==> config.mk <==
export PLATFORM = sky130hd
export DESIGN_NAME = scroll_sequencer
export DESIGN_NICKNAME = d
export VERILOG_FILES = /design/src/rtl/scroll_pkg.sv /design/src/rtl/scroll_tick_gen.sv /design/src/rtl/scroll_sequencer.sv
export SDC_FILE = /design/constraint.sdc
export NUM_CORES = 1
export LEC_CHECK = 0
export BUFFER_PORTS_ARGS = -buffer_cell sky130_fd_sc_hd__buf_2
export CAP_MARGIN = 20
export CORE_MARGIN = 2
export CORE_UTILIZATION = 40
export DETAILED_ROUTE_END_ITERATION = 10
export HOLD_SLACK_MARGIN = 0.08
export SLEW_MARGIN = 20
export SYNTH_ARGS = -nofsm -noshare
export SYNTH_HDL_FRONTEND = slang
export SYNTH_SLANG_ARGS = --single-unit
==> constraint.sdc <==
create_clock -name clk_i -period 3.35 [get_ports clk_i]
set_input_delay 0.67 -clock clk_i [delete_from_list [all_inputs] [get_ports clk_i]]
set_output_delay 0.67 -clock clk_i [all_outputs]
set_load 0.02 [all_outputs]
==> src/rtl/scroll_pkg.sv <==
`default_nettype none
`timescale 1ns/1ps
// ============================================================================
// scroll_pkg: shared state encoding and row constants for the scroll sequencer.
// Rev 1.0
// ============================================================================
package scroll_pkg;

  localparam int NUM_ROWS = 4;
  localparam int ROW_W    = 2;

  typedef logic [ROW_W-1:0] row_idx_t;

  typedef enum logic [3:0] {
    IDLE      = 4'd0,
    WAIT_TICK = 4'd1,
    SHIFT3    = 4'd2,
    SHIFT2    = 4'd3,
    SHIFT1    = 4'd4,
    LOAD      = 4'd5,
    RESTART   = 4'd6,
    UPDATE    = 4'd7,
    DRAW      = 4'd8,
    DONE      = 4'd9
  } scroll_state_e;

  function automatic logic [NUM_ROWS-1:0] row_onehot(input row_idx_t r);
    return NUM_ROWS'(1) << r;
  endfunction

endpackage

`default_nettype wire

==> src/rtl/scroll_tick_gen.sv <==
`default_nettype none
`timescale 1ns/1ps
// ============================================================================
// scroll_tick_gen: divides clk by TICK_CYCLES while enabled, one-cycle tick on wrap.
// Rev 1.0
// ============================================================================
module scroll_tick_gen #(
  parameter int TICK_CYCLES = 25_000_000
) (
  input  logic clk_i,
  input  logic reset_i,
  input  logic enable_i,
  output logic tick_o
);

  localparam int CNT_W = (TICK_CYCLES > 1) ? $clog2(TICK_CYCLES) : 1;
  localparam logic [CNT_W-1:0] CNT_LAST = CNT_W'(TICK_CYCLES - 1);

  logic [CNT_W-1:0] cnt_q;
  logic [CNT_W-1:0] cnt_d;

  always_comb begin
    cnt_d = cnt_q;
    if (!enable_i || (cnt_q == CNT_LAST)) begin
      cnt_d = '0;
    end else begin
      cnt_d = cnt_q + 1'b1;
    end
  end

  always_ff @(posedge clk_i or posedge reset_i) begin
    if (reset_i) begin
      cnt_q <= '0;
    end else begin
      cnt_q <= cnt_d;
    end
  end

  assign tick_o = enable_i && (cnt_q == CNT_LAST);

endmodule

`default_nettype wire

==> src/rtl/scroll_sequencer.sv <==
`default_nettype none
`timescale 1ns/1ps
// ============================================================================
// scroll_sequencer: per-tick shift/load then 4-row update/draw handshake sequencer.
// Optional feature macro: SCROLL_TIMEOUT_EN (handshake timeout).   Rev 1.0
// ============================================================================
module scroll_sequencer
  import scroll_pkg::*;
#(
  parameter int TICK_CYCLES    = 25_000_000,
  parameter int UPDATE_TIMEOUT = 4095
) (
  input  logic       clk_i,
  input  logic       reset_i,
  input  logic       enable_i,
  input  logic       finish_update_i,
  input  logic       draw_done_i,
  output logic       load_o,
  output logic       shift1_o,
  output logic       shift2_o,
  output logic       shift3_o,
  output logic       restart_o,
  output logic       update_o,
  output logic       wren1_o,
  output logic       wren2_o,
  output logic       wren3_o,
  output logic       wren4_o,
  output logic       draw1_o,
  output logic       draw2_o,
  output logic       draw3_o,
  output logic       draw4_o,
  output logic       busy_o,
  output logic [7:0] scroll_count_o,
  output logic       overrun_o,
  output logic       timeout_err_o
);

  localparam row_idx_t ROW_LAST = row_idx_t'(NUM_ROWS - 1);

  scroll_state_e         state_q, state_d;
  row_idx_t              row_q, row_d;
  logic                  pending_q, pending_d;
  logic                  overrun_q, overrun_d;
  logic [7:0]            count_q, count_d;
  logic                  shift3_q, shift2_q, shift1_q, load_q, restart_q, update_q, busy_q;
  logic                  shift3_d, shift2_d, shift1_d, load_d, restart_d, update_d, busy_d;
  logic [NUM_ROWS-1:0]   wren_q, wren_d, draw_q, draw_d;
  logic                  tick;
  logic                  consume;
  logic                  clr_pending;
  logic                  hs_timeout;

  scroll_tick_gen #(
    .TICK_CYCLES (TICK_CYCLES)
  ) u_tick_gen (
    .clk_i    (clk_i),
    .reset_i  (reset_i),
    .enable_i (enable_i),
    .tick_o   (tick)
  );

  always_comb begin
    state_d     = state_q;
    row_d       = row_q;
    count_d     = count_q;
    consume     = 1'b0;
    clr_pending = 1'b0;

    unique case (state_q)
      IDLE: begin
        if (enable_i) state_d = WAIT_TICK;
      end
      WAIT_TICK: begin
        if (!enable_i) begin
          state_d     = IDLE;
          clr_pending = 1'b1;
        end else if (pending_q) begin
          state_d = SHIFT3;
          consume = 1'b1;
        end
      end
      // Deepest stage moves first so nothing is overwritten before it advances.
      SHIFT3:  state_d = SHIFT2;
      SHIFT2:  state_d = SHIFT1;
      SHIFT1:  state_d = LOAD;
      LOAD:    state_d = RESTART;
      RESTART: state_d = UPDATE;
      UPDATE: begin
        if (finish_update_i || hs_timeout) state_d = DRAW;
      end
      DRAW: begin
        if (draw_done_i || hs_timeout) begin
          if (row_q == ROW_LAST) begin
            state_d = DONE;
            row_d   = '0;
            count_d = count_q + 8'd1;
          end else begin
            state_d = RESTART;
            row_d   = row_q + 1'b1;
          end
        end
      end
      DONE: begin
        if (enable_i) begin
          state_d = WAIT_TICK;
        end else begin
          state_d     = IDLE;
          clr_pending = 1'b1;
        end
      end
      default: state_d = IDLE;
    endcase

    // Outputs are decoded from the next state so they register alongside it.
    shift3_d  = (state_d == SHIFT3);
    shift2_d  = (state_d == SHIFT2);
    shift1_d  = (state_d == SHIFT1);
    load_d    = (state_d == LOAD);
    restart_d = (state_d == RESTART);
    update_d  = (state_d == UPDATE);
    wren_d    = (state_d == UPDATE) ? row_onehot(row_d) : '0;
    draw_d    = (state_d == DRAW)   ? row_onehot(row_d) : '0;
    busy_d    = (state_d != IDLE) && (state_d != WAIT_TICK);

    pending_d = clr_pending ? 1'b0 : ((pending_q && !consume) || tick);
    overrun_d = overrun_q || (tick && pending_q && !consume);
  end

  always_ff @(posedge clk_i or posedge reset_i) begin
    if (reset_i) begin
      state_q   <= IDLE;
      row_q     <= '0;
      pending_q <= 1'b0;
      overrun_q <= 1'b0;
      count_q   <= '0;
      shift3_q  <= 1'b0;
      shift2_q  <= 1'b0;
      shift1_q  <= 1'b0;
      load_q    <= 1'b0;
      restart_q <= 1'b0;
      update_q  <= 1'b0;
      busy_q    <= 1'b0;
      wren_q    <= '0;
      draw_q    <= '0;
    end else begin
      state_q   <= state_d;
      row_q     <= row_d;
      pending_q <= pending_d;
      overrun_q <= overrun_d;
      count_q   <= count_d;
      shift3_q  <= shift3_d;
      shift2_q  <= shift2_d;
      shift1_q  <= shift1_d;
      load_q    <= load_d;
      restart_q <= restart_d;
      update_q  <= update_d;
      busy_q    <= busy_d;
      wren_q    <= wren_d;
      draw_q    <= draw_d;
    end
  end

`ifdef SCROLL_TIMEOUT_EN
  localparam int TO_W = $clog2(UPDATE_TIMEOUT + 1);

  logic [TO_W-1:0] to_cnt_q, to_cnt_d;
  logic            timeout_err_q, timeout_err_d;
  logic            in_handshake;
  logic            handshake;

  assign in_handshake = (state_q == UPDATE) || (state_q == DRAW);
  assign handshake    = (state_q == UPDATE) ? finish_update_i : draw_done_i;
  assign hs_timeout   = in_handshake && !handshake &&
                        (to_cnt_q == TO_W'(UPDATE_TIMEOUT - 1));

  always_comb begin
    to_cnt_d      = '0;
    timeout_err_d = timeout_err_q || hs_timeout;
    if (in_handshake && (state_d == state_q)) to_cnt_d = to_cnt_q + 1'b1;
  end

  always_ff @(posedge clk_i or posedge reset_i) begin
    if (reset_i) begin
      to_cnt_q      <= '0;
      timeout_err_q <= 1'b0;
    end else begin
      to_cnt_q      <= to_cnt_d;
      timeout_err_q <= timeout_err_d;
    end
  end

  assign timeout_err_o = timeout_err_q;
`else
  logic unused_timeout_cfg;

  assign unused_timeout_cfg = ^UPDATE_TIMEOUT;
  assign hs_timeout         = 1'b0;
  assign timeout_err_o      = 1'b0;
`endif

  assign shift3_o       = shift3_q;
  assign shift2_o       = shift2_q;
  assign shift1_o       = shift1_q;
  assign load_o         = load_q;
  assign restart_o      = restart_q;
  assign update_o       = update_q;
  assign {wren4_o, wren3_o, wren2_o, wren1_o} = wren_q;
  assign {draw4_o, draw3_o, draw2_o, draw1_o} = draw_q;
  assign busy_o         = busy_q;
  assign scroll_count_o = count_q;
  assign overrun_o      = overrun_q;

endmodule

`default_nettype wire

# Yosys cells after proc, flatten, opt, wreduce, memory -nomap -nowiden
# Index checks and enable logic that the tools add are counted.
dict set report totals {
  register_bits 56
  out_inout_bits 25
  elab_cells 72
}
dict set report classes {
  addsub 3
  eq_ne 19
  shift 1
  n_mux 20
  reduce_logical 14
}
# operator count
set op_table {}
lappend op_table {{$pmux W4 S10} 1}
lappend op_table {{$eq A4 B3 Y1 const B} 8}
lappend op_table {{$mux W4} 8}
lappend op_table {{$add A25 B1 Y25 const B} 1}
lappend op_table {{$eq A25 B25 Y1 const B} 1}
lappend op_table {{$mux W25} 1}
lappend op_table {{$eq A4 B2 Y1 const B} 4}
lappend op_table {{$eq A4 B4 Y1 const B} 3}
lappend op_table {{$add A8 B1 Y8 const B} 1}
lappend op_table {{$mux W1} 7}
lappend op_table {{$mux W2} 3}
lappend op_table {{$logic_and A1 B1 Y1} 5}
lappend op_table {{$eq A4 B1 Y1 const B} 1}
lappend op_table {{$logic_not A4 Y1} 1}
lappend op_table {{$ne A4 B1 Y1 const B} 1}
lappend op_table {{$reduce_bool A4 Y1} 1}
lappend op_table {{$shl A1 B2 Y4 const A} 1}
lappend op_table {{$logic_or A1 B1 Y1} 3}
lappend op_table {{$reduce_and A3 Y1} 1}
lappend op_table {{$add A2 B1 Y2 const B} 1}
lappend op_table {{$eq A2 B2 Y1 const B} 1}
lappend op_table {{$logic_not A1 Y1} 2}
lappend op_table {{$reduce_or A2 Y1} 1}

# Depth between registers and ports, before layout
# Gate-level depths: netlist of the first run.
dict set report logic_depth {
  ltp_word 7
  mapped_depth 8
  ltp_nobuf 6
}

# Modules after synthesis
# From an unflattened synthesis of the first run, not the netlist that was laid out.
dict set report unflattened {
  cells_unflattened 265
  hier_area_um2 2681.3
}
# module n_inst cells_per_inst area_each_um2 seq_area_each_um2
set modules_own_cells {}
lappend modules_own_cells {scroll_sequencer 1 132 1396.3 775.7}
lappend modules_own_cells {scroll_tick_gen 1 133 1285.0 625.6}

# Worst setup path before layout of the first run
# No wires, ideal clock.
dict set report synth_timing {
  kind {register to register}
  startpoint {register u_tick_gen.cnt_q[0]}
  endpoint {register u_tick_gen.cnt_q[10]}
  setup_time_ps 119
  arrival_ps 1686
  required_time_ps 3231
  slack_ps 1545
  stages_incl_launch_ff 9
  cell_sequence {dfrtp_1 > ha_1 > and3_1 > nand3_1 > nor4_1 > nand2b_1 > buf_2 > buf_4 > nor2_1}
}
dict set report synth_between {
  elab_chain_len 3
  word_cells_on_any_way 4
  cone_classes {1 x add/sub; 1 x eq/ne; 1 x mux; 1 x reduce/logical}
}
# element line_no
set synth_rtl {}
lappend synth_rtl {{from (decl)} scroll_tick_gen.sv:19} ;# logic [CNT_W-1:0] cnt_q;
lappend synth_rtl {{from (signal assigned)} scroll_tick_gen.sv:35} ;# cnt_q <= cnt_d;
lappend synth_rtl {{branches (longest 2 deep; another with $add A25 B1 Y25)} --}
lappend synth_rtl {{$mux W25 *} scroll_tick_gen.sv:24} ;# if (!enable_i || (cnt_q == CNT_LAST)) begin
lappend synth_rtl {{net u_tick_gen.cnt_d[10]} scroll_tick_gen.sv:20} ;# logic [CNT_W-1:0] cnt_d;
# Mark *: on every way through the listed nets, which the timed path passes.
# A chain may end at the register's enable or synchronous reset.

# Worst setup path after layout of the first run
dict set report layout_timing {
  startpoint {register u_tick_gen.cnt_q[0]}
  endpoint {register u_tick_gen.cnt_q[15]}
}
# Same word-level chain as after synthesis.

==> results of run 1 <==
[critical path, stage by stage, from the launching register on]
cell                       delay (ps)
sky130_fd_sc_hd__dfrtp_1          400
sky130_fd_sc_hd__ha_1             210
sky130_fd_sc_hd__and3_1           210
sky130_fd_sc_hd__nand3_1          120
sky130_fd_sc_hd__nor4_1           470
sky130_fd_sc_hd__nand2b_1         730
sky130_fd_sc_hd__nor2_1           140
[layout make-up]
type | count | area (um^2) | share of cell area [%]
Clock inverter | 2 | 38.79 | 1.357
Sequential cell | 56 | 1401 | 49.02
Clock buffer | 6 | 72.57 | 2.538
Timing Repair Buffer | 29 | 147.6 | 5.164
Inverter | 13 | 48.80 | 1.707
Multi-Input combinational cell | 170 | 1054 | 36.85
Tap cell | 77 | 96.34 | 3.370
[layout by cell type, fill, tap and decap left out, types with 2 or more instances in the layout]
cell	count
sky130_fd_sc_hd__nand3_1	17
sky130_fd_sc_hd__clkbuf_8	5
sky130_fd_sc_hd__a21o_1	2
sky130_fd_sc_hd__o21ai_0	3
sky130_fd_sc_hd__and4_1	3
sky130_fd_sc_hd__nand4_1	9
sky130_fd_sc_hd__xnor2_1	12
sky130_fd_sc_hd__buf_2	28
sky130_fd_sc_hd__and3_1	5
sky130_fd_sc_hd__nand2_1	22
sky130_fd_sc_hd__xor2_1	18
sky130_fd_sc_hd__ha_1	4
sky130_fd_sc_hd__dfrtp_1	56
sky130_fd_sc_hd__a21oi_1	5
sky130_fd_sc_hd__a211oi_1	2
sky130_fd_sc_hd__inv_1	12
sky130_fd_sc_hd__nor3_1	9
sky130_fd_sc_hd__nand3b_1	2
sky130_fd_sc_hd__nor2_1	37
sky130_fd_sc_hd__nor4_1	3
[metrics by stage]
step	power [mW]	hold WS (ps)	util, %	setup slack (ps)
2_1_floorplan	1.094	451.6	-	1309
3_3_place_gp	1.176	452.3	43.77	1055
3_5_place_dp	1.182	459.3	43.77	872.3
4_1_cts	1.625	317.4	45.55	862.7
5_1_grt	1.726	327.4	45.55	618.0
6_report	1.607	311.7	45.55	917.5
[metal layers]
layer / GRT usage (%) / up-vias
li1: - / 882
met2: 23.78 / 31
met1: 19.99 / 893
met3: 3.165 / 7
met5: 0 / -
met4: 4.839 / 0
[cell families after synthesis]
kind of cell | count (synthesis) | synth area share (%)
buf+inv | 22 | 4.011
compound gates | 15 | 3.571
xor+xnor | 30 | 10.27
flops | 56 | 54.79
mux | 2 | 0.8317
other cells | 1 | 0.1466
fa+ha+maj | 4 | 1.957
simple gates | 118 | 24.41
[power breakdown]
part | internal, mW | total, mW | switching (mW)
Combinational | 0.117 | 0.332 | 0.216
Sequential | 0.746 | 0.832 | 0.0863
Clock | 0.226 | 0.443 | 0.217
Total | 1.09 | 1.61 | 0.519
[flip-flops by register name, summed over array words and instances (netlist names)]
signal,flops
u_tick_gen.cnt_q,25
scroll_count_o,8
draw_q,4
state_q,4
wren_q,4
row_q,2
busy_o,1
load_o,1
overrun_o,1
pending_q,1
restart_o,1
shift1_o,1
shift2_o,1
shift3_o,1
update_o,1
[final timing paths]
| kind | startpoint | to | slack, ps | cells past startpoint |
|---|---|---|---|---|
| max in group asynchronous | reset_i | u_tick_gen.cnt_q[13]$_DFF_PP0_ | 2240 | 3 |
| hold reg to reg | scroll_count_o[7]$_DFFE_PP0P_ | scroll_count_o[7]$_DFFE_PP0P_ | 470 | 1 |
| setup reg to reg | u_tick_gen.cnt_q[0]$_DFF_PP0_ | u_tick_gen.cnt_q[15]$_DFF_PP0_ | 920 | 6 |
| hold / removal | reset_i | scroll_count_o[7]$_DFFE_PP0P_ | 310 | 2 |
| setup / recovery | u_tick_gen.cnt_q[0]$_DFF_PP0_ | u_tick_gen.cnt_q[15]$_DFF_PP0_ | 920 | 6 |
| min in group clk_i | scroll_count_o[7]$_DFFE_PP0P_ | scroll_count_o[7]$_DFFE_PP0P_ | 470 | 1 |
==> PnR_summary.wiki, run 1 <==
{| class="wikitable"
! Metric !! Value
|-
| Final routed wire length divided by cell count || 12.84 um
|-
| Worst setup skew after layout || 4.861 ps
|-
| DIE AREA || 0.007049 mm^2
|-
| Ys async rst share || 100.0%
|-
| Final setup violating endpoints || 0
|-
| Routed WL || 4.533 mm
|-
| CTS Buf Count || 5
|-
| Critical Path AT || 2590 ps
|-
| Number of H-tree levels || 2
|-
| Post-synthesis cell type count || 39
|-
| Cell types occupying the most area after synthesis || sky130_fd_sc_hd__dfrtp_1 (55%), sky130_fd_sc_hd__xor2_1 (6.2%), sky130_fd_sc_hd__nor2_1 (5.4%)
|-
| Hold crit path type || in -> async
|-
| Seq cells post-synth || 56
|-
| Max Root-Sink Buffers || 2
|-
| Post-Place Cell Area || 0.002748 mm^2
|-
| Met1 wire length || 2.100 mm
|-
| Setup Total Neg Slack || 0 ps
|-
| Total standard cell area after synthesis || 0.002557 mm^2
|-
| I/O pin total || 30
|-
| Top flip-flop cell by instance count after synthesis || sky130_fd_sc_hd__dfrtp_1
|-
| Filler Cells Inserted || 602
|-
| Clk Latency, worst-skew pair || 310 ps
|-
| Number of remaining DRC errors || 0
|-
| Maximum vdd ir drop || 0.4724 mV
|-
| Power per cell area || 562.2 mW/mm^2
|-
| Vias per inst || 5.136
|-
| Tmin final || 2432 ps
|-
| Sequential fraction of the synthesis area || 54.79%
|-
| Quantity of hold-fixing buffers added after cts || 0
|-
| Max FO, Critical Path || 24
|-
| Routed Antenna Nets || 0
|-
| Pin count of the biggest net entering global routing || 41
|-
| Top layer used by detailed routing || met4
|-
| Starting utilization of the core area || 40.74%
|-
| Unrepaired setup endpoints after global routing || no
|-
| Standby leakage power || 1.417 nW
|-
| Growth of design area from synthesis to finish || 11.79%
|-
| Transition time at the pin with the least slew margin || 846.6 ps
|-
| Dpl cells || 345
|-
| Die X-Extent || 83.96 um
|-
| Buffers inserted during post-CTS setup optimization || 0
|-
| Most instantiated cells after synthesis || sky130_fd_sc_hd__dfrtp_1 (56), sky130_fd_sc_hd__nor2_1 (37), sky130_fd_sc_hd__nand2_1 (22)
|-
| Worst slew margin || 43.56%
|-
| EDFF count, synth || 0
|-
| Detailed Route Iter0 Violations || 53
|-
| Layout cells sized above 1 || 16.67%
|-
| Routed length on met3 || 141 um
|-
| Antenna violations before repair || 0
|-
| Y dimension of the die || 83.96 um
|-
| Detailed route wirelength on metal2 || 2.230 mm
|-
| Global-route wire length before repair || 8.369 mm
|-
| N_diodes || 0
|-
| Synth Net Count || 257
|-
| Synth Instances || 248
|-
| Number of iterations in the first detailed-routing pass || 4
|-
| Clock Pin Slew Worst Setup and Hold Paths || 100 ps
|-
| Sum of net half-perimeters after detailed placement || 3.323 mm
|-
| Nets || 284
|-
| Critical Path Sink Type || flip-flop
|-
| Design area || 0.002859 mm^2
|-
| Leading cell type by number of instances after synthesis || sky130_fd_sc_hd__dfrtp_1
|-
| Standard cell core area || 0.006277 mm^2
|-
| Count of placed standard cells in the final layout, fillers left out || 353
|-
| Post-Synthesis Mean Instance Area || 10.31 um^2
|-
| Post-cts sizing count || 0
|-
| Routability Congestion || 0.8620
|-
| Overflow left after global routing || 0
|-
| Number of cell rows || 29
|-
| Number of endpoints with negative hold slack in the final report || 0
|-
| CTS Sinks || 56
|-
| Period utilisation layout || 72.61%
|-
| Max-cap violations || 0
|-
| Detailed-route via count || 1813
|-
| Maximum achievable frequency || 411.1 MHz
|-
| Aggregate global-route resource usage || 14.78%
|-
| Required time at the endpoint of the critical path || 3510 ps
|-
| Root buffer cell || sky130_fd_sc_hd__clkbuf_8
|-
| Synth area leader || sky130_fd_sc_hd__dfrtp_1
|-
| Total count of max-transition violations in the final report || 0
|-
| Critical path start-end classification || reg -> reg
|-
| Area share of the largest cell type after synthesis || 54.79%
|-
| Count of warnings emitted by yosys || 0
|-
| CTS tree || built
|-
| Count of buffers from port buffering || 28
|-
| Result of the run || finished, final reports clean
|-
| Crit start category || flip-flop
|-
| Vias in the first global route || 1739
|}
Note: power is estimated with default switching activity, not from simulation.
==> run 2: changes to the inputs <==
- clock period: 3.35 -> 2.5 ns (I/O delays scaled with it)
==> PnR_summary.wiki, run 2 (synthesis results as in run 1) <==
{| class="wikitable"
! Metric !! Value
|-
| Period utilisation layout || 83.72% (was 72.61%)
|-
| Number of H-tree levels || 2 (unchanged)
|-
| Routability Congestion || 0.8062 (was 0.8620)
|-
| CTS Sinks || 56 (unchanged)
|-
| Dpl cells || 347 (was 345)
|-
| Critical Path AT || 2340 ps (was 2590 ps)
|-
| Max-cap violations || 0 (unchanged)
|-
| Pin count of the biggest net entering global routing || 36 (was 41)
|-
| Final routed wire length divided by cell count || 12.52 um (was 12.84 um)
|-
| Crit start category || flip-flop (unchanged)
|-
| Total count of max-transition violations in the final report || 0 (unchanged)
|-
| CP Buf/Inv Count || 0 (unchanged)
|-
| Top Family by Delay on Critical Path || simple AND/OR/NAND/NOR gates (unchanged)
|-
| Max FO, Critical Path || 12 (was 24)
|-
| Transition time at the pin with the least slew margin || 501.2 ps (was 846.6 ps)
|-
| Growth of design area from synthesis to finish || 12.18% (was 11.79%)
|-
| Quantity of hold-fixing buffers added after cts || 0 (unchanged)
|-
| Antenna violations before repair || 0 (unchanged)
|-
| Register-to-register path setup slack || 410 ps (was 920 ps)
|-
| N_diodes || 0 (unchanged)
|-
| Routed Antenna Nets || 0 (unchanged)
|-
| Maximum vdd ir drop || 0.5802 mV (was 0.4724 mV)
|-
| Maximum achievable frequency || 477.8 MHz (was 411.1 MHz)
|-
| Standard cell core area || 0.006277 mm^2 (unchanged)
|-
| CTS Buf Count || 5 (unchanged)
|-
| Nets || 286 (was 284)
|-
| CTS tree || built (unchanged)
|-
| Buffers inserted during post-CTS setup optimization || 0 (unchanged)
|-
| Minimum setup slack in the final design || 407.1 ps (was 917.5 ps)
|-
| Routed WL || 4.444 mm (was 4.533 mm)
|-
| Overflow left after global routing || 0 (unchanged)
|-
| Final core utilization || 45.70% (was 45.55%)
|-
| Top library cells by usage in the layout, fill and taps aside || sky130_fd_sc_hd__dfrtp_1 (56), sky130_fd_sc_hd__nor2_1 (37), sky130_fd_sc_hd__buf_2 (28), sky130_fd_sc_hd__nand2_1 (22), sky130_fd_sc_hd__xor2_1 (18) (unchanged)
|-
| Hold crit path type || in -> async (unchanged)
|-
| Aggregate global-route resource usage || 13.97% (was 14.78%)
|-
| Crit-path cells || or4b_4, nor2_2, mux2i_1, nand2_1, nor2_1 (was ha_1, and3_1, nand3_1, nor4_1, nand2b_1, nor2_1)
|-
| Count of placed standard cells in the final layout, fillers left out || 355 (was 353)
|-
| Vias in the first global route || 1670 (was 1739)
|-
| Critical Path Sink Type || flip-flop (unchanged)
|-
| I/O pin total || 30 (unchanged)
|-
| Startpoint of the most critical register-to-register path || state_q[2]$_DFF_PP0_ (was u_tick_gen.cnt_q[0]$_DFF_PP0_)
|-
| Most common library cell in the layout ignoring fill and taps || sky130_fd_sc_hd__dfrtp_1 (unchanged)
|-
| Unrepaired setup endpoints after global routing || no (unchanged)
|-
| Max reg flops || 25 (unchanged)
|-
| Pre-CTS worst setup slack || 426.4 ps (was 872.3 ps)
|-
| Number of endpoints with negative hold slack in the final report || 0 (unchanged)
|-
| Die X-Extent || 83.96 um (unchanged)
|-
| Capturing point of the worst reg2reg path || wren_q[0]$_DFF_PP0_ (was u_tick_gen.cnt_q[15]$_DFF_PP0_)
|-
| Worst slew margin || 65.63% (was 43.56%)
|-
| Delay of the slowest critical-path stage || 620 ps (was 730 ps)
|-
| Required time at the endpoint of the critical path || 2750 ps (was 3510 ps)
|-
| Global-route wire length before repair || 8.017 mm (was 8.369 mm)
|-
| Starting utilization of the core area || 40.74% (unchanged)
|-
| Detailed Route Iter0 Violations || 114 (was 53)
|-
| Number of iterations in the first detailed-routing pass || 4 (unchanged)
|-
| Layout cells sized above 1 || 17.63% (was 16.67%)
|-
| Worst setup skew after layout || 10.35 ps (was 4.861 ps)
|-
| Post-cts sizing count || 0 (unchanged)
|-
| Max Root-Sink Buffers || 2 (unchanged)
|-
| Result of the run || finished, final reports clean (unchanged)
|-
| Length in cells of the worst reg-to-reg path || 5 (was 6)
|-
| Vias per inst || 5.051 (was 5.136)
|-
| Largest register by flop count || u_tick_gen.cnt_q (unchanged)
|-
| Number of cell rows || 29 (unchanged)
|-
| Power per cell area || 722.6 mW/mm^2 (was 562.2 mW/mm^2)
|-
| Clk Latency, worst-skew pair || 300 ps (was 310 ps)
|-
| Tmin final || 2093 ps (was 2432 ps)
|-
| Clock Pin Slew Worst Setup and Hold Paths || 110 ps (was 100 ps)
|-
| Standby leakage power || 1.421 nW (was 1.417 nW)
|-
| Number of remaining DRC errors || 0 (unchanged)
|-
| Sum of net half-perimeters after detailed placement || 3.266 mm (was 3.323 mm)
|-
| Root buffer cell || sky130_fd_sc_hd__clkbuf_8 (unchanged)
|-
| Worst-path cell with the longest stage delay || sky130_fd_sc_hd__or4b_4 (was sky130_fd_sc_hd__nand2b_1)
|-
| Y dimension of the die || 83.96 um (unchanged)
|-
| DIE AREA || 0.007049 mm^2 (unchanged)
|-
| Final setup violating endpoints || 0 (unchanged)
|-
| Detailed-route via count || 1793 (was 1813)
|-
| Count of buffers from port buffering || 28 (unchanged)
|-
| Pwr Total || 2.073 mW (was 1.607 mW)
|-
| Setup Total Neg Slack || 0 ps (unchanged)
|-
| Critical path start-end classification || reg -> reg (unchanged)
|}
==> run 2: cell types whose count changed in the layout (fill, tap and decap cells not counted), sizes merged <==
| cell | change |
|---|---|
| inv | +1 |
| clkbuf | -1 |
| clkinvlp | +1 |
| buf | +2 |
| bufinv | -1 |
==> run 2: final cells by class <==
| type | instances | area [um^2] |
|---|---|---|
| clock buffers | 5 | 68.82 |
| fillers | 604 | 3408 |
| flip-flops and latches | 56 | 1401 |
| well taps | 77 | 96.34 |
| multi-input cells | 170 | 1054 |
| clock inverters | 3 | 25.02 |
| inverters | 13 | 48.80 |
| repair buffers | 31 | 175.2 |
==> run 2: where the power goes <==
| group | switching [mW] | internal, mW |
|---|---|---|
| Combinational | 0.291 | 0.161 |
| Sequential | 0.116 | 0.999 |
| Clock | 0.301 | 0.205 |
==> run 2: layer usage <==
layer | GRT usage (%) | vias up | share of wire [%]
li1 | - | 890 | -
met3 | 3.264 | 2 | 2.9
met2 | 22.47 | 28 | 50
met1 | 19.36 | 873 | 47
met5 | 0 | - | 0
met4 | 3.079 | 0 | 0.50
==> run 2: per-stage QoR <==
step	instance area, um^2	hold WS, ps
6_report	2869	185.6
2_1_floorplan	2557	451.6
5_1_grt	2869	215.4
3_3_place_gp	2775	452.3
3_5_place_dp	2775	461.0
4_1_cts	2869	196.4
==> run 2: how the worst max path moves through the flow <==
stage,from,endpoint,slack [ps],cells after the start
2_1_floorplan,reset_i,busy_o$_DFF_PP0_,630,1
3_3_place_gp,state_q[2]$_DFF_PP0_,wren_q[0]$_DFF_PP0_,480,5
3_5_place_dp,state_q[2]$_DFF_PP0_,wren_q[0]$_DFF_PP0_,430,5
4_1_cts,state_q[2]$_DFF_PP0_,wren_q[0]$_DFF_PP0_,410,5
5_1_grt,state_q[2]$_DFF_PP0_,wren_q[0]$_DFF_PP0_,200,5
6_report,state_q[2]$_DFF_PP0_,wren_q[0]$_DFF_PP0_,410,5
